[config.mk]
export PLATFORM = sky130hd
export DESIGN_NAME = axil_rr_arbiter_2m
export DESIGN_NICKNAME = d
export VERILOG_FILES = /design/src/rtl/axil_rr_arbiter_2m.sv
export SDC_FILE = /design/constraint.sdc
export NUM_CORES = 1
export LEC_CHECK = 0
export ABC_AREA = 1
export BUFFER_PORTS_ARGS = -buffer_cell sky130_fd_sc_hd__clkbuf_2
export CELL_PAD_IN_SITES_DETAIL_PLACEMENT = 1
export CELL_PAD_IN_SITES_GLOBAL_PLACEMENT = 1
export CORE_AREA = 2 2 170 172
export CTS_BUF_LIST = sky130_fd_sc_hd__clkbuf_16
export DETAILED_ROUTE_END_ITERATION = 6
export DIE_AREA = 0 0 172 174
export PLACE_DENSITY = 0.7
export SYNTH_ARGS = -nofsm -noshare
export SYNTH_HDL_FRONTEND = slang
export SYNTH_SLANG_ARGS = --single-unit
[constraint.sdc]
create_clock -name clk -period 1.9 [get_ports clk]
set_input_delay 0.38 -clock clk [delete_from_list [all_inputs] [get_ports clk]]
set_output_delay 0.38 -clock clk [all_outputs]
set_load 0.03 [all_outputs]
[src/rtl/axil_rr_arbiter_2m.sv]
// Two-master to one-slave AXI4-Lite arbiter. It grants one complete read or write
// transaction at a time and alternates priority between the masters round-robin.
module axil_rr_arbiter_2m #(
  parameter int unsigned ADDR_W = 32,
  parameter int unsigned DATA_W = 32
) (
  input  logic                clk,
  input  logic                rst,
  input  logic [ADDR_W-1:0]   s0_AWADDR,
  input  logic                s0_AWVALID,
  output logic                s0_AWREADY,
  input  logic [DATA_W-1:0]   s0_WDATA,
  input  logic [DATA_W/8-1:0] s0_WSTRB,
  input  logic                s0_WVALID,
  output logic                s0_WREADY,
  output logic [1:0]          s0_BRESP,
  output logic                s0_BVALID,
  input  logic                s0_BREADY,
  input  logic [ADDR_W-1:0]   s0_ARADDR,
  input  logic                s0_ARVALID,
  output logic                s0_ARREADY,
  output logic [DATA_W-1:0]   s0_RDATA,
  output logic [1:0]          s0_RRESP,
  output logic                s0_RVALID,
  input  logic                s0_RREADY,
  input  logic [ADDR_W-1:0]   s1_AWADDR,
  input  logic                s1_AWVALID,
  output logic                s1_AWREADY,
  input  logic [DATA_W-1:0]   s1_WDATA,
  input  logic [DATA_W/8-1:0] s1_WSTRB,
  input  logic                s1_WVALID,
  output logic                s1_WREADY,
  output logic [1:0]          s1_BRESP,
  output logic                s1_BVALID,
  input  logic                s1_BREADY,
  input  logic [ADDR_W-1:0]   s1_ARADDR,
  input  logic                s1_ARVALID,
  output logic                s1_ARREADY,
  output logic [DATA_W-1:0]   s1_RDATA,
  output logic [1:0]          s1_RRESP,
  output logic                s1_RVALID,
  input  logic                s1_RREADY,
  output logic [ADDR_W-1:0]   m0_AWADDR,
  output logic                m0_AWVALID,
  input  logic                m0_AWREADY,
  output logic [DATA_W-1:0]   m0_WDATA,
  output logic [DATA_W/8-1:0] m0_WSTRB,
  output logic                m0_WVALID,
  input  logic                m0_WREADY,
  input  logic [1:0]          m0_BRESP,
  input  logic                m0_BVALID,
  output logic                m0_BREADY,
  output logic [ADDR_W-1:0]   m0_ARADDR,
  output logic                m0_ARVALID,
  input  logic                m0_ARREADY,
  input  logic [DATA_W-1:0]   m0_RDATA,
  input  logic [1:0]          m0_RRESP,
  input  logic                m0_RVALID,
  output logic                m0_RREADY,
  output logic [1:0]          gnt,
  output logic                busy
);

  localparam logic [2:0] IDLE    = 3'd0;
  localparam logic [2:0] WR_ADDR = 3'd1;
  localparam logic [2:0] WR_RESP = 3'd2;
  localparam logic [2:0] RD_ADDR = 3'd3;
  localparam logic [2:0] RD_DATA = 3'd4;

  logic [2:0] state, state_nxt;
  logic [1:0] gnt_nxt;
  logic       last, last_nxt;
  logic       aw_done, aw_done_nxt;
  logic       w_done, w_done_nxt;
  logic       sel;
  logic       aw_rdy, w_rdy;
  logic       req0, req1, pick1;
  logic       aw_hs, w_hs;

  // gnt is one-hot, so bit 1 alone selects the granted master
  assign sel = gnt[1];

  always_ff @(posedge clk) begin
    if (rst) begin
      state   <= IDLE;
      gnt     <= 2'b00;
      last    <= 1'b1;
      aw_done <= 1'b0;
      w_done  <= 1'b0;
      busy    <= 1'b0;
    end else begin
      state   <= state_nxt;
      gnt     <= gnt_nxt;
      last    <= last_nxt;
      aw_done <= aw_done_nxt;
      w_done  <= w_done_nxt;
      busy    <= (state_nxt != IDLE);
    end
  end

  // Channel forwarding: only the granted master sees the slave, and only in the matching state
  always_comb begin
    m0_AWADDR  = '0;
    m0_AWVALID = 1'b0;
    m0_WDATA   = '0;
    m0_WSTRB   = '0;
    m0_WVALID  = 1'b0;
    m0_BREADY  = 1'b0;
    m0_ARADDR  = '0;
    m0_ARVALID = 1'b0;
    m0_RREADY  = 1'b0;
    s0_AWREADY = 1'b0;
    s0_WREADY  = 1'b0;
    s0_BRESP   = 2'b00;
    s0_BVALID  = 1'b0;
    s0_ARREADY = 1'b0;
    s0_RDATA   = '0;
    s0_RRESP   = 2'b00;
    s0_RVALID  = 1'b0;
    s1_AWREADY = 1'b0;
    s1_WREADY  = 1'b0;
    s1_BRESP   = 2'b00;
    s1_BVALID  = 1'b0;
    s1_ARREADY = 1'b0;
    s1_RDATA   = '0;
    s1_RRESP   = 2'b00;
    s1_RVALID  = 1'b0;
    aw_rdy     = 1'b0;
    w_rdy      = 1'b0;
    case (state)
      WR_ADDR: begin
        m0_AWADDR  = sel ? s1_AWADDR : s0_AWADDR;
        m0_AWVALID = (sel ? s1_AWVALID : s0_AWVALID) & ~aw_done;
        m0_WDATA   = sel ? s1_WDATA : s0_WDATA;
        m0_WSTRB   = sel ? s1_WSTRB : s0_WSTRB;
        m0_WVALID  = (sel ? s1_WVALID : s0_WVALID) & ~w_done;
        aw_rdy     = m0_AWREADY & ~aw_done;
        w_rdy      = m0_WREADY & ~w_done;
        s0_AWREADY = ~sel & aw_rdy;
        s1_AWREADY = sel & aw_rdy;
        s0_WREADY  = ~sel & w_rdy;
        s1_WREADY  = sel & w_rdy;
      end
      WR_RESP: begin
        m0_BREADY = sel ? s1_BREADY : s0_BREADY;
        s0_BVALID = ~sel & m0_BVALID;
        s1_BVALID = sel & m0_BVALID;
        s0_BRESP  = sel ? 2'b00 : m0_BRESP;
        s1_BRESP  = sel ? m0_BRESP : 2'b00;
      end
      RD_ADDR: begin
        m0_ARADDR  = sel ? s1_ARADDR : s0_ARADDR;
        m0_ARVALID = sel ? s1_ARVALID : s0_ARVALID;
        s0_ARREADY = ~sel & m0_ARREADY;
        s1_ARREADY = sel & m0_ARREADY;
      end
      RD_DATA: begin
        m0_RREADY = sel ? s1_RREADY : s0_RREADY;
        s0_RVALID = ~sel & m0_RVALID;
        s1_RVALID = sel & m0_RVALID;
        s0_RDATA  = sel ? '0 : m0_RDATA;
        s1_RDATA  = sel ? m0_RDATA : '0;
        s0_RRESP  = sel ? 2'b00 : m0_RRESP;
        s1_RRESP  = sel ? m0_RRESP : 2'b00;
      end
      default: ;
    endcase
  end

  // Next-state: arbitration in IDLE, then walk the granted transaction to completion
  always_comb begin
    state_nxt   = state;
    gnt_nxt     = gnt;
    last_nxt    = last;
    aw_done_nxt = aw_done;
    w_done_nxt  = w_done;
    req0        = s0_AWVALID | s0_ARVALID;
    req1        = s1_AWVALID | s1_ARVALID;
    pick1       = req1 & (~req0 | ~last);
    aw_hs       = m0_AWVALID & m0_AWREADY;
    w_hs        = m0_WVALID & m0_WREADY;
    case (state)
      IDLE: begin
        if (req0 | req1) begin
          gnt_nxt   = pick1 ? 2'b10 : 2'b01;
          state_nxt = (pick1 ? s1_AWVALID : s0_AWVALID) ? WR_ADDR : RD_ADDR;
        end
      end
      WR_ADDR: begin
        if ((aw_done | aw_hs) & (w_done | w_hs)) begin
          state_nxt   = WR_RESP;
          aw_done_nxt = 1'b0;
          w_done_nxt  = 1'b0;
        end else begin
          aw_done_nxt = aw_done | aw_hs;
          w_done_nxt  = w_done | w_hs;
        end
      end
      WR_RESP: begin
        if (m0_BVALID & m0_BREADY) begin
          state_nxt = IDLE;
          gnt_nxt   = 2'b00;
          last_nxt  = sel;
        end
      end
      RD_ADDR: begin
        if (m0_ARVALID & m0_ARREADY) state_nxt = RD_DATA;
      end
      RD_DATA: begin
        if (m0_RVALID & m0_RREADY) begin
          state_nxt = IDLE;
          gnt_nxt   = 2'b00;
          last_nxt  = sel;
        end
      end
      default: begin
        state_nxt = IDLE;
        gnt_nxt   = 2'b00;
      end
    endcase
  end

endmodule

# Yosys cells after proc, flatten, opt, wreduce, memory -nomap -nowiden
# Cells that the tools add are included.
# Widths: inputs -> output; s select.
word_totals:
  wordCells: 110
  input_bits: 253
  register_bits: 9
  mem_bits_rw: 0
  latch_bits: 0
  n_memories: 0
  romBits: 0
  output_inout_bits: 190
op_classes:
  shift: 0
  n_div: 0
  multipliers: 0
  add_sub_neg: 0
  reduce_logical: 6
  bitwise_logic: 33
  n_lt_le_gt_ge: 0
  n_eq_ne: 7
  muxes: 58
ops:
  columns: ["cell", "count"]
  rows:
  - ["$mux 32", 10]
  - ["$mux 2", 13]
  - ["$mux 1", 25]
  - ["$and 1x1->1", 21]
  - ["$mux 3", 5]
  - ["$pmux 3 s5", 1]
  - ["$mux 4", 2]
  - ["$pmux 2 s4", 1]
  - ["$eq 3x2->1 const B", 2]
  - ["$ne 2x2->1 const B", 3]
  - ["$not 1->1", 6]
  - ["$or 1x1->1", 6]
  - ["$reduce_and 4->1", 1]
  - ["$eq 3x1->1 const B", 1]
  - ["$eq 3x3->1 const B", 1]
  - ["$logic_not 3->1", 1]
  - ["$reduce_and 3->1", 1]
  - ["$reduce_bool 3->1", 1]
  - ["$pmux 1 s2", 1]
  - ["$reduce_bool 2->1", 1]
  - ["$reduce_or 2->1", 1]

# Depth between registers and ports, before layout
# Gate-level depths: netlist of run 1.
depth:
  depth_word: 9
  ltp_mapped: 11
  ltp_nobuf: 11

# Least setup slack after synthesis of run 1
# Ideal clock, no wire load.
synth_timing:
  path_kind: "register to output"
  from: "register gnt[1]"
  to: "output port s0_ARREADY"
  n_path_buf: 3
  arrival_ns: 1.457
  stages_incl_launch_ff: 5
  setup_slack_ns: 0.063
  required_time_ns: 1.520
  path_cell_list: "dfxtp_1 > buf_6 > buf_6 > clkbuf_1 > nor3_1"
synth_via:
  elab_chain_cells: 3
synth_lines:
  columns: ["item", "line", "source"]
  rows:
  - ["start: declaration", "60", "output logic [1:0] gnt,"]
  - ["start signal: assignment", "93", "gnt <= gnt_nxt;"]
  - ["$not 1->1", "154", "s0_ARREADY = ~sel & m0_ARREADY;"]
  - ["$and 1x1->1", "154", null]
  - ["$mux 1", "130", "case (state)"]
  - ["end: declaration", "21", "output logic s0_ARREADY,"]
# No other way between the ends.

# Worst setup path in the final report of run 1
layout_timing:
  from: "register state[0]"
  to: "output port m0_AWADDR[28]"
layout_via:
  elab_chain_cells: 2
layout_lines:
  columns: ["item", "line", "source"]
  rows:
  - ["start: declaration", "70", "logic [2:0] state, state_nxt;"]
  - ["start signal: assignment", "92", "state <= state_nxt;"]
  - ["$eq 3x1->1", "130", null]
  - ["$mux 32", "130", null]
  - ["end: declaration", "43", "output logic [ADDR_W-1:0] m0_AWADDR,"]
# No other way between the ends.

==> reports/metrics.cfg, run 1 <==
[placement]
port_buffers=442
gp_congestion=0.837
hpwl_um=16800
placed_cell_area_um2=5540

[route]
drc=0
wl_per_cell_um=15.9
dr_total_vias=5730
wl_um=23400
drtIter0Drc=231
first_pass_iters=4
ant_nets=0
viasPerCell=3.90

[power_and_ir_drop]
p_clk_share_pct=10.0
p_sw_share_pct=54.8
powerDensity_nw_per_um2=547
p_seq_share_pct=6.5
p_leak_nw=4.27
combPwrFrac_pct=83.5
ir_drop_mv=0.210
p_sw_mw=2.13
power.internal_mw=1.76

[clock_tree]
cts_inserted_buffers=3
clkTransAtPathRegs_ps=40
clkLatencyLatePin_ps=240
ctsRootBufferMaster=clkbuf_16
htree_levels=1
cts_tree=yes
cts_buffer_depth=2
clock-sinks=9

[critical_path]
start_kind=flop
r2r-end=busy
r2r-start=state[2]
arrival_ps=1530
critPathLaunch=state[0]
worst-setup-path-type=flop to primary output
crit_path_end=m0_AWADDR[28]
cp.required_ps=1520
regToRegSetupSlack_ps=200
endpoint_kind=primary output
cp_max_fo=9
reg2reg_depth=11

[run]
max_cap_viol_count=0

[synthesis]
synth_top_family_by_area=simple AND/OR/NAND/NOR gates
synth_edf_count=0
syn_avg_cell_area_um2=4.30
synth_area_um2=2750
synth_most_common_cell=nand2_1
async_reset_ff_share_pct=0
muxShareOfSynthArea_pct=0
ys.flop_type=dfxtp_1
synth_warnings=0
ys_seq_area_share_pct=6.55
syn_nets=892
synth_top_cell_area_share_pct=41.2
synth_largest_area_cell=nand2_1
netlist_instances=639
synthAdderAreaFrac_pct=0
synth.area.top_cells=nand2_1, a21oi_1, inv_1
ys_ff_latch=9
synthSimpleGateAreaFrac_pct=57.6
synth_compound_area_share_pct=15.8
yosysUniqueCellTypes=20
synth_xor_area_share_pct=0
ys_top_cells_by_count=nand2_1, inv_1, nor2_1

[sta]
setup_viol=5
worst_pin_slew_ps=406
min_period_ps=1910
rsz0062_at_grt=yes
setup_slack_ps=-13.9
hold_viol_final=0
max_freq_mhz=522
relSlewSlack_pct=72.7
period_share_pct=101
final_max_slew_viol_count=0
finClkSkew_ps=2.35

[floorplan]
die_h_um=174
core_area_um2=28200
rows=62
start_util_pct=9.74
die_w_um=172
die_area_um2=29900
ios=443

[layout]
drive_gt1_share_pct=54.5
finish.utilization_pct=25.2
seq_area_um2=186
area_growth_pct=159
nFillCells=3726
multiInputGateArea_um2=2310
design_area_um2=7110
layout.nets=1340
antenna-diode-count=0

[outcome]
violations=negative setup slack
status=finished with violations

[hold_path]
holdCritPathClass=input port to flop
hold_path_depth=2

[grt]
grt_antenna_before_repair=0
overflow=0
grt_pass1_wl_um=30800
gr-usage-all-layers_pct=13.0
grt_pass1_vias=5742
grt_max_degree=76

[per-stage QoR]
step / hold WS (ps) / std cells / setup TNS [ps] / power (mW) / worst slack, ps
global route: 412 / 1470 / -2050 / 4.14 / -74.3
global placement: 436 / 1445 / 0 / 2.66 / 138
detailed placement: 445 / 1445 / 0 / 2.69 / 134
finish: 390 / 1470 / -41.8 / 3.89 / -13.9
CTS: 396 / 1455 / -368 / 3.26 / -48.4
floorplan: 440 / 639 / 0 / 1.72 / 63.2
[power by group through the flow]
| stage | Clock [mW] | Sequential, mW | Combinational, mW |
|---|---|---|---|
| finish | 0.388 | 0.253 | 3.25 |
| global route | 0.403 | 0.256 | 3.48 |
| CTS | 0.388 | 0.248 | 2.62 |
| detailed placement | 0 | 0.245 | 2.44 |
| global placement | 0 | 0.244 | 2.42 |
| floorplan | 0 | 0.267 | 1.46 |
[worst min path at each step]
stage                    end  slack, ps    from
floorplan               last        440    last
global placement      gnt[0]        440  gnt[0]
detailed placement    gnt[0]        450  gnt[0]
CTS                   w_done        400     rst
global route        state[2]        410     rst
finish                w_done        390     rst
[cell usage in the layout, fill, tap and decap left out, drive strengths merged]
cell,instances
nand2,303
buf,162
nor2,88
bufbuf,3
dfxtp,9
clkinv,1
o21ai,8
a21oi,76
a21boi,1
nand3,9
nor3,11
clkbuf,323
inv,91
o211ai,1
[flip-flops by register name, summed over array words and instances, names as in the netlist]
name / flops
state: 3
gnt: 2
aw_done: 1
busy: 1
last: 1
w_done: 1
[routing by layer]
layer	track usage, %	up-vias	part of all wire, %
li1	-	2792	-
met1	15.7	2711	40
met2	24.6	204	53
met3	1.62	23	6.0
met4	2.03	0	1.5
met5	0	-	0
[area by class of cell]
cell class	count	share of cell area, %
timing repair buffer	485	52.0
multi-input combinational	497	32.5
tap	384	6.76
inverter	91	4.98
sequential	9	2.62
clock buffer	3	1.06
clock inverter	1	0.0528
[worst max-delay path, cell delays in order (launching register included)]
cell and delay, ps:
dfxtp_2 350, buf_6 130, nand3_4 90, buf_12 160, clkbuf_16 170, a21oi_2 160
clkbuf_4 220
[repair_timing]
item                       in CTS  in global routing
pin swaps                       3                  5
setup endpoints to repair     117                170
gates cloned                    5                 11
setup buffers                   1                  4
gates resized for setup       155                370
hold buffers                    0                  0
[cells by family (layout without fill, tap and decap cells)]
logic type / count (synthesis) / count (layout)
simple gates: 411 / 411
buf+inv: 133 / 580
compound gates: 86 / 86
flops: 9 / 9
(Power assumes the default switching activity.)
==> run 2: changes to the inputs <==
CTS_CLUSTER_SIZE = 40   (was default)
clock period = 2.2 ns   (was 1.9 ns; I/O delays follow)
==> run 2 against run 1 <==
  * The run now ends clean
  * Sequential power is 16% lower
  * Combinational power down 36%
  * Total power down 33%
  * Sequential cell count stayed put
  * Die area unchanged
  * Cell area down 21%
  * Count of clock-buffer cells in the layout unchanged
  * Critical path depth is 1 lower
  * Setup slack better by 110 ps
  * Critical endpoint is now s1_BVALID
  * Largest power group unchanged
==> reports/metrics.cfg, run 2 (synthesis results as in run 1) <==
[sta]
rsz0062_at_grt=no
relSlewSlack_pct=72.0  ; -0.64 points
finClkSkew_ps=4.47  ; +2.12 ps
setup_tns_ps=0  ; +41.8 ps
max_freq_mhz=475
period_share_pct=95.8
hold_viol_final=0  ; unchanged
worst_pin_slew_ps=417  ; +11.1 ps
min_period_ps=2110
setup_viol=0  ; -5
setup_slack_ps=93.3  ; +107 ps
final_max_slew_viol_count=0  ; unchanged

[hold_path]
hold_path_depth=2  ; unchanged
holdCritPathClass=flop to flop
min_to=gnt[0]
hp-start=gnt[0]

[clock_tree]
cts_tree=yes
clock-sinks=9  ; unchanged
clkTransAtPathRegs_ps=40  ; about the same
cts_buffer_depth=2  ; unchanged
hold_buffers=0  ; unchanged
ctsRootBufferMaster=clkbuf_16
cts_inserted_buffers=3  ; unchanged
clkLatencyLatePin_ps=230  ; about the same
htree_levels=1  ; unchanged

[route]
wl_met3_um=1010  ; -29%
first_pass_iters=4  ; unchanged
wl_per_cell_um=13.0  ; -18%
highest_layer=met4
wl_met2_um=9850  ; -20%
ant_nets=0  ; unchanged
wl_um=18800  ; -20%
met1Wirelength_um=7870  ; -16%
drtIter0Drc=143  ; -38%
drc=0  ; unchanged
dr_total_vias=5407  ; -5.6%
viasPerCell=3.74  ; -4.1%

[layout]
reg_top3=state (3), gnt (2)
antenna-diode-count=0  ; unchanged
final_cell_mix=clkbuf_2, nand2_1, inv_1
area_growth_pct=103
largest_reg_flops=3  ; unchanged
final_common_cell=clkbuf_2
drive_gt1_share_pct=44.7  ; -9.8 points
top_register=state
layout.nets=1317  ; -1.7%
design_area_um2=5580  ; -21%

[power_and_ir_drop]
ir_drop_mv=0.237  ; +13%
p_leak_nw=3.81  ; -11%
powerDensity_nw_per_um2=469  ; -14%

[floorplan]
die_h_um=174  ; unchanged
die_area_um2=29900  ; unchanged
start_util_pct=9.74  ; unchanged
ios=443  ; unchanged
rows=62  ; unchanged
core_area_um2=28200  ; unchanged
die_w_um=172  ; unchanged

[critical_path]
regToRegSetupSlack_ps=470  ; +270 ps
critPathMaxStageDelay_ps=320  ; -30 ps
cp.required_ps=1760  ; +240 ps
r2r-end=busy
start_kind=flop
critical-path-slowest-cell=dfxtp_1
arrival_ps=1670  ; +140 ps
worstPathCellList=inv_1, nor3_1, inv_2, nor3_2, clkbuf_2
r2r-start=gnt[1]
reg2reg_depth=12  ; +1
cp_max_fo=7  ; -2
worst-setup-path-type=flop to primary output
endpoint_kind=primary output

[grt]
grt_pass1_wl_um=28500  ; -7.3%
grt_antenna_before_repair=0  ; unchanged
grt_pass1_vias=5487  ; -4.4%
grt_max_degree=67  ; -12%
gr-usage-all-layers_pct=11.8  ; -1.2 points
overflow=0  ; unchanged

[placement]
gp_congestion=0.821  ; -1.9%
port_buffers=442  ; unchanged
placed_cell_area_um2=5480  ; -1.1%
dpl_worst_slack_ps=174  ; +40.6 ps
hpwl_um=16400  ; -2.4%

[outcome]
status=completed

[run]
max_cap_viol_count=0  ; unchanged

==> run 2: cell count changes in the layout (fill, tap and decap cells not counted), sizes merged <==
cell / change
bufbuf: -3
buf: -141
clkbuf: +121
==> run 2: area by class of cell <==
| class | instances | area, µm² |
|---|---|---|
| clock buffers | 3 | 75.1 |
| clock inverters | 1 | 3.75 |
| fillers | 3841 | 22700 |
| inverters | 91 | 343 |
| multi-input cells | 497 | 2040 |
| flip-flops and latches | 9 | 184 |
| well taps | 384 | 480 |
| repair buffers | 462 | 2460 |
==> run 2: critical path: cells and delay by family (launching register included) <==
family	cells	cell delay (ps)
buffers and inverters	3	560
flip-flops	1	320
AND/OR/NAND/NOR	2	560
==> run 2: per-stage QoR <==
stage                     total power, mW  util (%)  std cells  hold WS, ps
after detailed placement             2.32      19.4       1442          463
after global placement               2.29      19.4       1442          442
final                                2.62      19.8       1447          460
after floorplan                      1.49         -        639          440
after global routing                 2.85      19.8       1447          474
after CTS                            2.65      19.7       1446          469
==> run 2: worst max path at each step <==
stage              from           to  slack, ps
2_1_floorplan    gnt[1]   s0_ARREADY        300
3_3_place_gp   state[1]    s1_BVALID        140
3_5_place_dp   state[1]    s1_BVALID        170
4_1_cts          gnt[1]  m0_WDATA[1]          8
5_1_grt        state[2]   s1_ARREADY         10
6_report       state[1]    s1_BVALID         90
==> run 2: layer usage <==
metal / GRT usage, % / vias to the layer above
met5: 0 / -
met4: 0.980 / 0
met3: 1.80 / 10
met2: 21.9 / 171
met1: 14.7 / 2483
li1: - / 2743
==> run 2: timing repair <==
action	CTS	global route
gates resized for setup	1	6
setup endpoints to repair	1	20
endpoints found under the hold margin	0	0
buffers inserted	0	1
pin swaps	0	1
==> run 2: power breakdown <==
group	switching (mW)	internal, mW
clock	0.0785	0.237
combinational	1.43	0.656
sequential	0.0198	0.193
total	1.53	1.09
